## src/rtl/if_fetch_if.sv

```systemverilog
// Fetch-stage bundle: control from ctrl/ex, the shared byte-wide memory port and the
// {pc, inst, valid} hand-off towards if_id. Signal suffixes are from the fetch stage's
// point of view.
//   master : the fetch stage (drives mem_re_o/mem_a_o/if_*_o)
//   slave  : the surroundings (pipeline control, memory, if_id)
interface if_fetch_if #(
  parameter int unsigned ADDR_W = 32
);
  logic              stall_i;
  logic              branch_flag_i;
  logic [ADDR_W-1:0] branch_target_i;
  logic              mem_re_o;
  logic [ADDR_W-1:0] mem_a_o;
  logic              mem_busy_i;
  logic [7:0]        mem_din_i;
  logic [ADDR_W-1:0] if_pc_o;
  logic [31:0]       if_inst_o;
  logic              if_valid_o;

  modport master (
    input  stall_i, branch_flag_i, branch_target_i, mem_busy_i, mem_din_i,
    output mem_re_o, mem_a_o, if_pc_o, if_inst_o, if_valid_o
  );

  modport slave (
    output stall_i, branch_flag_i, branch_target_i, mem_busy_i, mem_din_i,
    input  mem_re_o, mem_a_o, if_pc_o, if_inst_o, if_valid_o
  );
endinterface

```

## src/rtl/if_fetch.sv

```systemverilog
// Instruction fetch stage. Owns the PC and builds each 32-bit little-endian instruction
// from four byte reads on the shared memory port, then presents {pc, inst, valid} to if_id.
// Ports:
//   clk       : clock, rising edge
//   rst       : asynchronous active-high reset
//   fetch_io  : if_fetch_if.master (stall/branch control, memory port, if_id outputs)
module if_fetch #(
  parameter int unsigned       ADDR_W   = 32,
  parameter logic [ADDR_W-1:0] RESET_PC = '0
) (
  input  logic       clk,
  input  logic       rst,
  if_fetch_if.master fetch_io
);

  typedef enum logic [0:0] {StFetch, StValid} state_e;

  state_e            state_q;
  logic [ADDR_W-1:0] pc_q;
  logic [2:0]        issue_cnt_q;
  logic [2:0]        recv_cnt_q;
  logic              pending_q;
  logic [31:0]       inst_buf_q;
  logic [31:0]       inst_buf_d;
  logic [ADDR_W-1:0] if_pc_q;
  logic [31:0]       if_inst_q;
  logic              if_valid_q;

  logic              mem_re;
  logic              grant;
  logic              unused_tgt_lsb;

  // Redirect targets are word aligned; the low two bits are dropped.
  assign unused_tgt_lsb = ^fetch_io.branch_target_i[1:0];

  always_comb begin
    mem_re = (state_q == StFetch) && (issue_cnt_q < 3'd4) && !rst;
    grant  = mem_re && !fetch_io.mem_busy_i;
  end

  assign fetch_io.mem_re_o   = mem_re;
  assign fetch_io.mem_a_o    = rst ? '0 : pc_q + ADDR_W'(issue_cnt_q);
  assign fetch_io.if_pc_o    = if_pc_q;
  assign fetch_io.if_inst_o  = if_inst_q;
  assign fetch_io.if_valid_o = if_valid_q;

  // Byte returned for the request granted last cycle lands in lane recv_cnt.
  always_comb begin
    inst_buf_d = inst_buf_q;
    unique case (recv_cnt_q[1:0])
      2'd0: inst_buf_d[7:0]   = fetch_io.mem_din_i;
      2'd1: inst_buf_d[15:8]  = fetch_io.mem_din_i;
      2'd2: inst_buf_d[23:16] = fetch_io.mem_din_i;
      2'd3: inst_buf_d[31:24] = fetch_io.mem_din_i;
    endcase
  end

  always_ff @(posedge clk or posedge rst) begin
    if (rst) begin
      state_q     <= StFetch;
      pc_q        <= RESET_PC;
      issue_cnt_q <= '0;
      recv_cnt_q  <= '0;
      pending_q   <= 1'b0;
      inst_buf_q  <= '0;
      if_pc_q     <= '0;
      if_inst_q   <= '0;
      if_valid_q  <= 1'b0;
    end else if (fetch_io.branch_flag_i) begin
      // Redirect wins over everything; a byte still in flight belongs to the old path.
      state_q     <= StFetch;
      pc_q        <= {fetch_io.branch_target_i[ADDR_W-1:2], 2'b00};
      issue_cnt_q <= '0;
      recv_cnt_q  <= '0;
      pending_q   <= 1'b0;
      if_valid_q  <= 1'b0;
      if_inst_q   <= '0;
    end else begin
      case (state_q)
        StFetch: begin
          // An ungranted request is simply repeated at the same address next cycle.
          pending_q <= grant;
          if (grant) begin
            issue_cnt_q <= issue_cnt_q + 3'd1;
          end
          // Capture does not depend on this cycle's busy: the data belongs to last cycle.
          if (pending_q) begin
            inst_buf_q <= inst_buf_d;
            recv_cnt_q <= recv_cnt_q + 3'd1;
            if (recv_cnt_q == 3'd3) begin
              state_q    <= StValid;
              if_inst_q  <= inst_buf_d;
              if_pc_q    <= pc_q;
              if_valid_q <= 1'b1;
            end
          end
        end
        StValid: begin
          if (!fetch_io.stall_i) begin
            state_q     <= StFetch;
            pc_q        <= pc_q + ADDR_W'(4);
            issue_cnt_q <= '0;
            recv_cnt_q  <= '0;
            pending_q   <= 1'b0;
            if_valid_q  <= 1'b0;
            if_inst_q   <= '0;
          end
        end
      endcase
    end
  end

endmodule
```

## src/flat_wrapper.sv

```systemverilog
// flat-port wrapper written by rule: the top's interface ports become plain ports
module if_fetch_flat 
#(
  parameter int unsigned       ADDR_W   = 32,
  parameter logic [ADDR_W-1:0] RESET_PC = '0
)
  (clk, rst, fetch_io_stall_i, fetch_io_branch_flag_i, fetch_io_branch_target_i, fetch_io_mem_busy_i, fetch_io_mem_din_i, fetch_io_mem_re_o, fetch_io_mem_a_o, fetch_io_if_pc_o, fetch_io_if_inst_o, fetch_io_if_valid_o);
  if_fetch_if #(.ADDR_W(ADDR_W)) fetch_io_i ();
  input  logic clk;
  input  logic rst;
  input wire logic [$bits(fetch_io_i.stall_i)-1:0] fetch_io_stall_i;
  input wire logic [$bits(fetch_io_i.branch_flag_i)-1:0] fetch_io_branch_flag_i;
  input wire logic [$bits(fetch_io_i.branch_target_i)-1:0] fetch_io_branch_target_i;
  input wire logic [$bits(fetch_io_i.mem_busy_i)-1:0] fetch_io_mem_busy_i;
  input wire logic [$bits(fetch_io_i.mem_din_i)-1:0] fetch_io_mem_din_i;
  output wire logic [$bits(fetch_io_i.mem_re_o)-1:0] fetch_io_mem_re_o;
  output wire logic [$bits(fetch_io_i.mem_a_o)-1:0] fetch_io_mem_a_o;
  output wire logic [$bits(fetch_io_i.if_pc_o)-1:0] fetch_io_if_pc_o;
  output wire logic [$bits(fetch_io_i.if_inst_o)-1:0] fetch_io_if_inst_o;
  output wire logic [$bits(fetch_io_i.if_valid_o)-1:0] fetch_io_if_valid_o;
  assign fetch_io_i.stall_i = fetch_io_stall_i;
  assign fetch_io_i.branch_flag_i = fetch_io_branch_flag_i;
  assign fetch_io_i.branch_target_i = fetch_io_branch_target_i;
  assign fetch_io_i.mem_busy_i = fetch_io_mem_busy_i;
  assign fetch_io_i.mem_din_i = fetch_io_mem_din_i;
  assign fetch_io_mem_re_o = fetch_io_i.mem_re_o;
  assign fetch_io_mem_a_o = fetch_io_i.mem_a_o;
  assign fetch_io_if_pc_o = fetch_io_i.if_pc_o;
  assign fetch_io_if_inst_o = fetch_io_i.if_inst_o;
  assign fetch_io_if_valid_o = fetch_io_i.if_valid_o;
  if_fetch #(.ADDR_W(ADDR_W), .RESET_PC(RESET_PC)) u_core (.clk(clk), .rst(rst), .fetch_io(fetch_io_i));
endmodule
```

## config.mk

```make
export PLATFORM = sky130hd
export DESIGN_NAME = if_fetch_flat
export DESIGN_NICKNAME = d
export VERILOG_FILES = /design/src/rtl/if_fetch_if.sv /design/src/rtl/if_fetch.sv /design/src/flat_wrapper.sv
export SDC_FILE = /design/constraint.sdc
export NUM_CORES = 1
export LEC_CHECK = 0
export ABC_AREA = 0
export CORE_MARGIN = 3
export CORE_UTILIZATION = 40
export CTS_CLUSTER_SIZE = 16
export DETAILED_ROUTE_END_ITERATION = 6
export PLACE_DENSITY = 0.65
export SLEW_MARGIN = 25
export SYNTH_ARGS = -nofsm -noshare
export SYNTH_HDL_FRONTEND = slang
export SYNTH_SLANG_ARGS = --single-unit
```

## constraint.sdc

```tcl
create_clock -name clk -period 7.1 [get_ports clk]
set_input_delay 0.71 -clock clk [delete_from_list [all_inputs] [get_ports clk]]
set_output_delay 0.71 -clock clk [all_outputs]
set_load 0.01 [all_outputs]
```

# Yosys cells after proc, flatten, opt, wreduce, memory -nomap -nowiden
# Cells that the tools add are included.
[totals] register_bits=137 in_bits=45 output_inout_bits=98 elab_cells=70
[op_classes] addsub=4 n_lt_le_gt_ge=1 eq_ne=9 n_mux=32 bitwise_logic=2 n_reduce_logical=13
[ops] operator="$mux 32" count=8
[ops] operator="$pmux 32 s2" count=1
[ops] operator="$add 32x3->32" count=1
[ops] operator="$add 32x3->32 const B" count=1
[ops] operator="$mux 8" count=4
[ops] operator="$mux 3" count=5
[ops] operator="$pmux 3 s2" count=2
[ops] operator="$mux 1" count=9
[ops] operator="$add 3x1->3 const B" count=2
[ops] operator="$ne 3x2->1 const B" count=2
[ops] operator="$ne 3x3->1 const B" count=2
[ops] operator="$pmux 1 s2" count=3
[ops] operator="$reduce_and 2->1" count=3
[ops] operator="$reduce_and 3->1" count=2
[ops] operator="$eq 2x2->1 const B" count=2
[ops] operator="$reduce_and 4->1" count=1
[ops] operator="$eq 3x2->1 const B" count=1
[ops] operator="$logic_and 1x1->1" count=3
[ops] operator="$lt 3x3->1 const B" count=1
[ops] operator="$eq 2x1->1 const B" count=1
[ops] operator="$logic_not 1->1" count=2
[ops] operator="$logic_not 2->1" count=1
[ops] operator="$ne 2x1->1 const B" count=1
[ops] operator="$not 1->1" count=2
[ops] operator="$reduce_bool 2->1" count=1

# Longest topological paths before layout
# Gate-level depths: netlist of run 1.
[logic_depth] depth_word=7 mapped_depth=7 mapped_depth_nobuf=5

# Worst setup path before layout of run 1
# Ideal clock, no wire load.
[synth_timing] kind="register to output" from="reg u_core.pc_q[2]" to="out fetch_io_mem_a_o[24]" arrival_time_ps=2077 required_ps=6390 setup_slack_ps=4313 stages_incl_launch_ff=8 n_path_buf=2 path_cell_list="dfrtp_1 ha_1 nand2_1 clkbuf_1 or3_1 clkbuf_1 or4_1 a21oi_1"
[synth_via] elab_chain_len=2
[synth_lines] item="start: declaration" line="if_fetch.sv:19" text="logic [ADDR_W-1:0] pc_q;"
[synth_lines] item="start signal: assignment" line="if_fetch.sv:72" text="pc_q <= {fetch_io.branch_target_i[ADDR_W-1:2], 2'b00};"
[synth_lines] item="start signal: assignment" line="if_fetch.sv:101" text="pc_q <= pc_q + ADDR_W'(4);"
[synth_lines] item="$add 32x3->32" line="if_fetch.sv:42" text="assign fetch_io.mem_a_o = rst ? '0 : pc_q + ADDR_W'(issue_cnt_q);"
[synth_lines] item="$mux 32" line="if_fetch.sv:42"
[synth_lines] item="end: declaration" line="flat_wrapper.sv:17" text="output wire logic [$bits(fetch_io_i.mem_a_o)-1:0] fetch_io_mem_a_o;"
# Every way passes these cells.

# Worst setup path after layout of run 1
[layout_timing] from="reg u_core.pc_q[2]" to="out fetch_io_mem_a_o[31]"
# Same word-level chain as after synthesis.

==> impl_table.tex, run 1 <==
\begin{tabular}{lr}
\hline
Metric & Value \\
\hline
\multicolumn{2}{l}{\textbf{Status}} \\
Status & completed \\
\multicolumn{2}{l}{\textbf{Clock network}} \\
Clock slew seen by the registers of the worst setup and hold paths & 0.06 ns \\
Hold buffers post-CTS & 0 \\
Clock insertion delay at the later pin of the skew report & 0.42 ns \\
Clock tree from TritonCTS & yes \\
Sink count of the clock tree & 133 \\
Root Driver & sky130\_fd\_sc\_hd\_\_clkbuf\_16 \\
Number of clock buffers inserted by TritonCTS & 17 \\
Gates resized, CTS repair & 0 \\
Post-CTS setup-driven buffer insertion count & 0 \\
Number of buffers on the longest clock path & 2 \\
\# H-tree levels & 4 \\
\multicolumn{2}{l}{\textbf{Detailed routing}} \\
Average routed wire per standard cell & 17.9 µm \\
Post-route DRC & 0 \\
Overall via count from detail\_route & 5435 \\
Length of the first detailed-routing pass in iterations & 5 \\
DRC violation total after the first TritonRoute iteration & 450 \\
Wirelength, routed & about 18000 µm \\
Via density per instance & 5.51 \\
Number of nets with antenna violations after routing & 0 \\
\multicolumn{2}{l}{\textbf{Synth}} \\
Area share of the largest cell type after synthesis & 49.6\% \\
Number of distinct library cells after synthesis & 44 \\
Average cell area after synthesis & slightly above 10 µm² \\
Cell type with the largest total area after synthesis & sky130\_fd\_sc\_hd\_\_dfrtp\_1 \\
Sequential element share of the synthesized area & between 40\% and 50\% \\
Commonest register cell after synthesis & sky130\_fd\_sc\_hd\_\_dfrtp\_1 \\
Most repeated cell in the gate-level netlist after synthesis & sky130\_fd\_sc\_hd\_\_dfrtp\_1 \\
Mapped cell area & between 6000 and 7000 µm² \\
Yosys Warn Count & 0 \\
Number of enable flip-flop cells after synthesis & 0 \\
Number of flip-flops and latches in the synthesized netlist & 133 \\
Share of synthesized flip-flops with an asynchronous set or reset & 100\% \\
Number of instances in the synthesized netlist & around 660 \\
Most frequent cells after synthesis & sky130\_fd\_sc\_hd\_\_dfrtp\_1, sky130\_fd\_sc\_hd\_\_nand2\_1, sky130\_fd\_sc\_hd\_\_o21ai\_0 \\
Cell types with the largest area share after synthesis & sky130\_fd\_sc\_hd\_\_dfrtp\_1, sky130\_fd\_sc\_hd\_\_mux2\_2, sky130\_fd\_sc\_hd\_\_mux2i\_1, sky130\_fd\_sc\_hd\_\_o21ai\_0, sky130\_fd\_sc\_hd\_\_nand2\_1 \\
\multicolumn{2}{l}{\textbf{Worst setup path}} \\
Kind of end point of the critical path & output port \\
Critical path's largest stage delay & 0.77 ns \\
WS Path Type & reg -> out \\
Worst-path cell chain & ha\_1 -> nand2\_1 -> or4\_1 -> or4\_1 -> a21oi\_1 -> clkdlybuf4s50\_1 \\
Nature of the critical path startpoint & register \\
CP Buf/Inv Count & 1 \\
Gate family responsible for the most delay along the worst path & simple AND/OR/NAND/NOR gates \\
Critical path required time & 6.39 ns \\
Top fanout value on the critical path & 17 \\
Top cell by count, worst path & sky130\_fd\_sc\_hd\_\_or4\_1 \\
Arrival time reported for the critical path endpoint & 3.56 ns \\
Worst path slowest cell & sky130\_fd\_sc\_hd\_\_or4\_1 \\
\multicolumn{2}{l}{\textbf{Global routing}} \\
Most congested layer reported by global routing & met2 \\
Overflow after GRT & 0 \\
Vias in the first global route & approximately 5500 \\
Largest net degree at the start of global routing & 84 \\
Total global routing track utilization & 19.6\% \\
Initial antenna violation count & 0 \\
GR Layer Usage met2 & between 30 and 40\% \\
Met3 routing resource usage after global routing & 4.72\% \\
First-pass GRT wire length & between 20000 and 30000 µm \\
Met1 routing resource usage after global routing & 25.4\% \\
\multicolumn{2}{l}{\textbf{Power}} \\
Combinational fraction of design power & 10.1\% \\
Clock Power Share & 44.7\% \\
Internal power summed over all cells & between 1000 and 1500 µW \\
Sequential share of power & between 40\% and 50\% \\
Sw Share & 25.6\% \\
NetSw & roughly 480 µW \\
Reported leakage power & around 0.0036 µW \\
Areal power density over the cells & 214 nW/µm² \\
Worst VDD drop & 172 µV \\
\multicolumn{2}{l}{\textbf{Floorplan}} \\
Std cell rows & 46 \\
Die width & 136 µm \\
I/O pin count & 143 \\
Vertical extent of the die & 136 µm \\
Core Box Area & 16200 µm² \\
Die area & 18400 µm² \\
Starting Density & between 40 and 50\% \\
\multicolumn{2}{l}{\textbf{Final layout}} \\
N\_diodes & 0 \\
Post-route non-filler standard cell count & between 900 and 1000 \\
Relative area change from synthesis to final layout & 29.9\% \\
Number of nets in the layout & 812 \\
Share of the core filled with cells & 54.0\% \\
Layout fillers & $\sim$1400 \\
Final instance area & 8730 µm² \\
Share of layout cells above drive strength 1 & 13.4\% \\
\multicolumn{2}{l}{\textbf{Timing}} \\
Final critical-path share of the clock period & 60.1\% \\
Setup repair after global routing missed its margin & false \\
Maximum clock rate & 0.234 GHz \\
Hold Slack & 0.477 ns \\
Count of endpoints failing hold in the final timing report & 0 \\
Fin Clk Skew & 0.00678 ns \\
Post-route setup TNS & 0 ns \\
Number of setup violations in the final report & 0 \\
Transition time of the tightest slew-check pin & 0.813 ns \\
Pins over their slew limit & 0 \\
Final worst path period need & 4.27 ns \\
Worst slew margin & between 40\% and 50\% \\
\multicolumn{2}{l}{\textbf{Hold path}} \\
Worst Hold Class & reg -> reg \\
\multicolumn{2}{l}{\textbf{Flow run}} \\
Maximum capacitance violations & 0 \\
\multicolumn{2}{l}{\textbf{Placement}} \\
Total half-perimeter wirelength after legalization and detailed placement & 11900 µm \\
Number of buffer cells added on primary ports & between 100 and 150 \\
RD Place Congestion & $\sim$0.80 \\
Cell total after placement & 956 \\
Area of placed instances & 8160 µm² \\
\hline
\end{tabular}
## sequential cells by signal (all words and copies together) (netlist names)
register and flops:
u_core.fetch_io.if_inst_o 32, u_core.fetch_io.if_pc_o 30, u_core.fetch_io.if_valid_o 1, u_core.inst_buf_q 32, u_core.issue_cnt_q 3, u_core.pc_q 30, u_core.pending_q 1, u_core.recv_cnt_q 3
u_core.state_q 1
## power by group through the flow
stage | registers [µW] | clock network (µW) | logic (µW)
global placement | 851 | 0 | 184
detailed placement | 854 | 0 | 189
floorplan | 828 | 0 | 125
CTS | 841 | 853 | 190
global route | 848 | 885 | 207
finish | 842 | 834 | 188
## metal layers
metal	routed length (µm)	vias to the layer above	share of wire, %
li1	-	2547	-
met1	7800	2689	44
met2	8550	182	48
met3	1090	17	6.2
met4	244	0	1.4
met5	0	-	0
## final timing paths
kind                       slack [ns]                       endpoint  depth (start not counted)                  startpoint
min                              0.48     u_core.fetch_io.if_valid_o                          2  u_core.fetch_io.if_valid_o
max reg2reg                      4.31    u_core.fetch_io.if_pc_o[24]                          5        u_core.recv_cnt_q[1]
min in group asynchronous        1.03                u_core.pc_q[26]                          3                         rst
min reg2reg                      0.48     u_core.fetch_io.if_valid_o                          2  u_core.fetch_io.if_valid_o
max in group asynchronous        4.92  u_core.fetch_io.if_inst_o[21]                          4                         rst
max                              2.83           fetch_io_mem_a_o[31]                          6              u_core.pc_q[2]
## layout make-up
cell class	instances	area (µm²)	share of cell area, %
multi-input cells	456	3120	35.7
inverters	9	36.3	0.416
flip-flops and latches	133	3330	38.1
clock buffers	20	457	5.23
clock inverters	11	104	1.19
well taps	216	270	3.10
repair buffers	142	1410	16.2
## kinds of logic after synthesis
kind of cell | synth area share (%)
buf+inv | 4.34
other cells | 0.0558
mux | 15.0
simple gates | 16.7
flops | 49.6
compound gates | 9.48
fa+ha+maj | 1.49
xor+xnor | 3.39
## worst reg2reg max path: stages, from the launching register on
cell and delay (ns):
sky130_fd_sc_hd__dfrtp_1 0.40, sky130_fd_sc_hd__ha_1 0.53, sky130_fd_sc_hd__ha_1 0.36, sky130_fd_sc_hd__nand3_2 0.52, sky130_fd_sc_hd__buf_4 0.52, sky130_fd_sc_hd__mux2_2 0.34
## through the flow
| stage | setup slack, ns | power [µW] |
|---|---|---|
| floorplan | 2.44 | 953 |
| global placement | 3.16 | 1040 |
| detailed placement | 3.09 | 1040 |
| CTS | 2.83 | 1880 |
| global route | 2.67 | 1940 |
| finish | 2.83 | 1860 |
## placed cells by master, fill, tap and decap left out, types with 19 or more instances in the layout
master / instances
sky130_fd_sc_hd__a21oi_1: 19
sky130_fd_sc_hd__clkdlybuf4s50_1: 137
sky130_fd_sc_hd__dfrtp_1: 133
sky130_fd_sc_hd__mux2_2: 59
sky130_fd_sc_hd__mux2i_1: 34
sky130_fd_sc_hd__nand2_1: 70
sky130_fd_sc_hd__nor2_1: 33
sky130_fd_sc_hd__o21ai_0: 63
sky130_fd_sc_hd__or4_1: 19
sky130_fd_sc_hd__xnor2_1: 19
Power figures use the tool's default switching activity.
==> run 2: changes to the inputs <==
==> constraint.sdc (replaced) <==
create_clock -name clk -period 4.1 [get_ports clk]
set_input_delay 0.41 -clock clk [delete_from_list [all_inputs] [get_ports clk]]
set_output_delay 0.41 -clock clk [all_outputs]
set_load 0.01 [all_outputs]
==> run 2 against run 1 <==
  * Worst setup slack lost 2.6 ns
  * Total power grew 76%
  * Combinational power grew 74%
  * Non-clock buffer count grew 3
  * First-iteration DRC count shrank 12%
  * Largest power group is now the clock network
  * Routed wire length shrank 0.30%
  * Sequential power grew 73%
  * Register-to-register slack lost 2.7 ns
==> impl_table.tex, run 2 (synthesized netlist as in run 1, its figures left out) <==
\begin{tabular}{lr}
\hline
Metric & Value \\
\hline
\multicolumn{2}{l}{\textbf{Detailed routing}} \\
Overall via count from detail\_route & around 5400 \\
Via density per instance & around 5.4 \\
Number of nets with antenna violations after routing & 0 \\
Total met3 wirelength after detailed routing & 934 µm \\
Post-route DRC & 0 \\
DRC violation total after the first TritonRoute iteration & around 400 \\
Average routed wire per standard cell & 17.8 µm \\
Met1 Routed Length & 7650 µm \\
Wire length on met2 & 8790 µm \\
Length of the first detailed-routing pass in iterations & 4 \\
Uppermost metal layer occupied by signal nets & met4 \\
Wirelength, routed & 17600 µm \\
\multicolumn{2}{l}{\textbf{Timing}} \\
Setup repair after global routing missed its margin & false \\
Number of setup violations in the final report & 0 \\
Post-route setup TNS & 0 ns \\
Count of endpoints failing hold in the final timing report & 0 \\
Final worst path period need & 3.90 ns \\
Worst slew margin & 43.1\% \\
Transition time of the tightest slew-check pin & around 0.85 ns \\
Hold Slack & around 0.48 ns \\
Final critical-path share of the clock period & 95.2\% \\
Pins over their slew limit & 0 \\
Fin Clk Skew & just under 0.006 ns \\
Maximum clock rate & $\sim$0.26 GHz \\
\multicolumn{2}{l}{\textbf{Global routing}} \\
Overflow after GRT & 0 \\
Vias in the first global route & 5519 \\
Total global routing track utilization & about a fifth \\
Initial antenna violation count & 0 \\
First-pass GRT wire length & 28300 µm \\
Largest net degree at the start of global routing & 78 \\
\multicolumn{2}{l}{\textbf{Clock network}} \\
Clock insertion delay at the later pin of the skew report & 0.42 ns \\
Root Driver & sky130\_fd\_sc\_hd\_\_clkbuf\_16 \\
Gates resized, CTS repair & 0 \\
Number of buffers on the longest clock path & 2 \\
Number of clock buffers inserted by TritonCTS & 17 \\
Sink count of the clock tree & between 100 and 150 \\
Clock slew seen by the registers of the worst setup and hold paths & 0.06 ns \\
Clock tree from TritonCTS & yes \\
Post-CTS setup-driven buffer insertion count & 0 \\
Hold buffers post-CTS & 0 \\
\# H-tree levels & 4 \\
\multicolumn{2}{l}{\textbf{Worst setup path}} \\
Top fanout value on the critical path & 17 \\
WS Path Type & reg -> out \\
Critical path required time & 3.69 ns \\
Arrival time reported for the critical path endpoint & approximately 3.5 ns \\
Kind of end point of the critical path & output port \\
Nature of the critical path startpoint & register \\
\multicolumn{2}{l}{\textbf{Final layout}} \\
Number of nets in the layout & 815 \\
Commonest cells after routing, fill and taps aside & sky130\_fd\_sc\_hd\_\_clkdlybuf4s50\_1, sky130\_fd\_sc\_hd\_\_dfrtp\_1, sky130\_fd\_sc\_hd\_\_nand2\_1 \\
Commonest non-fill, non-tap cell in the layout & sky130\_fd\_sc\_hd\_\_clkdlybuf4s50\_1 \\
Final instance area & 8770 µm² \\
Relative area change from synthesis to final layout & 30.5\% \\
Layout fillers & 1413 \\
Share of layout cells above drive strength 1 & 13.5\% \\
N\_diodes & 0 \\
Post-route non-filler standard cell count & 991 \\
\multicolumn{2}{l}{\textbf{Power}} \\
Clock Power Share & 45.4\% \\
Worst VDD drop & 277 µV \\
Combinational fraction of design power & roughly 10\% \\
Areal power density over the cells & 374 nW/µm² \\
Sw Share & 24.3\% \\
Internal power summed over all cells & 2480 µW \\
Reported leakage power & 0.00362 µW \\
NetSw & between 700 and 800 µW \\
Sequential share of power & 44.6\% \\
\multicolumn{2}{l}{\textbf{Hold path}} \\
Worst Hold Class & reg -> reg \\
\multicolumn{2}{l}{\textbf{Placement}} \\
RD Place Congestion & 0.817 \\
Number of buffer cells added on primary ports & about 140 \\
Cell total after placement & approximately 960 \\
Area of placed instances & 8180 µm² \\
Total half-perimeter wirelength after legalization and detailed placement & around 12000 µm \\
\multicolumn{2}{l}{\textbf{Floorplan}} \\
Core Box Area & 16200 µm² \\
I/O pin count & $\sim$140 \\
Starting Density & 41.5\% \\
Die width & 136 µm \\
Die area & 18400 µm² \\
Std cell rows & 46 \\
Vertical extent of the die & 136 µm \\
\multicolumn{2}{l}{\textbf{Status}} \\
Status & completed \\
\multicolumn{2}{l}{\textbf{Flow run}} \\
Maximum capacitance violations & 0 \\
\hline
\end{tabular}
[run 2: changes by cell type in the layout (fill, tap and decap cells not counted), moves of 2 or more]
cell / change
sky130_fd_sc_hd__clkbuf_1: +2
sky130_fd_sc_hd__clkinv_4: -3
sky130_fd_sc_hd__buf_4: +2
sky130_fd_sc_hd__clkinv_2: +2
[run 2: per-stage QoR]
stage / worst slack, ns / util [%] / total power (µW)
2_1_floorplan: 1.59 / - / 1650
3_3_place_gp: 0.726 / 50.6 / 1790
3_5_place_dp: 0.673 / 50.6 / 1810
4_1_cts: 0.191 / 54.2 / 3310
5_1_grt: 0.00428 / 54.2 / 3420
6_report: 0.197 / 54.2 / 3270
[run 2: metal layers]
metal	vias to the layer above	track usage [%]
li1	2545	-
met1	2663	24.7
met2	166	33.0
met3	17	4.83
met4	0	5.88
met5	-	0
[run 2: final cells by class]
| type | instances | area (µm²) | share of cell area [%] |
|---|---|---|---|
| Multi-Input combinational cell | 456 | 3120 | 35.6 |
| Clock inverter | 9 | 101 | 1.16 |
| Timing Repair Buffer | 145 | 1430 | 16.3 |
| Tap cell | 216 | 270 | 3.08 |
| Inverter | 9 | 37.5 | 0.428 |
| Sequential cell | 133 | 3330 | 38.0 |
| Clock buffer | 23 | 478 | 5.45 |
[run 2: path summary, 6_finish.rpt]
check	to	startpoint	depth (start not counted)	slack [ns]
max in group asynchronous	u_core.pc_q[17]	rst	4	2.74
hold reg to reg	u_core.fetch_io.if_valid_o	u_core.fetch_io.if_valid_o	2	0.48
hold / removal	u_core.fetch_io.if_valid_o	u_core.fetch_io.if_valid_o	2	0.48
setup / recovery	fetch_io_mem_a_o[31]	u_core.pc_q[2]	6	0.20
min in group asynchronous	u_core.fetch_io.if_pc_o[2]	rst	4	0.85
setup reg to reg	u_core.pc_q[29]	u_core.state_q	4	1.56
[run 2: power by group through the flow]
| stage | sequential (µW) | clock, µW | combinational, µW |
|---|---|---|---|
| after global placement | 1470 | 0 | 320 |
| after CTS | 1460 | 1520 | 333 |
| final | 1460 | 1490 | 328 |
| after floorplan | 1430 | 0 | 217 |
| after global routing | 1470 | 1580 | 363 |
| after detailed placement | 1480 | 0 | 330 |
[run 2: critical path, cell delays in order (launching register included)]
cell and delay [ns]:
sky130_fd_sc_hd__dfrtp_1 0.47, sky130_fd_sc_hd__ha_1 0.29, sky130_fd_sc_hd__nand2_1 0.25, sky130_fd_sc_hd__or4_1 0.76
sky130_fd_sc_hd__or4_1 0.56, sky130_fd_sc_hd__a21oi_1 0.19, sky130_fd_sc_hd__clkdlybuf4s50_1 0.56
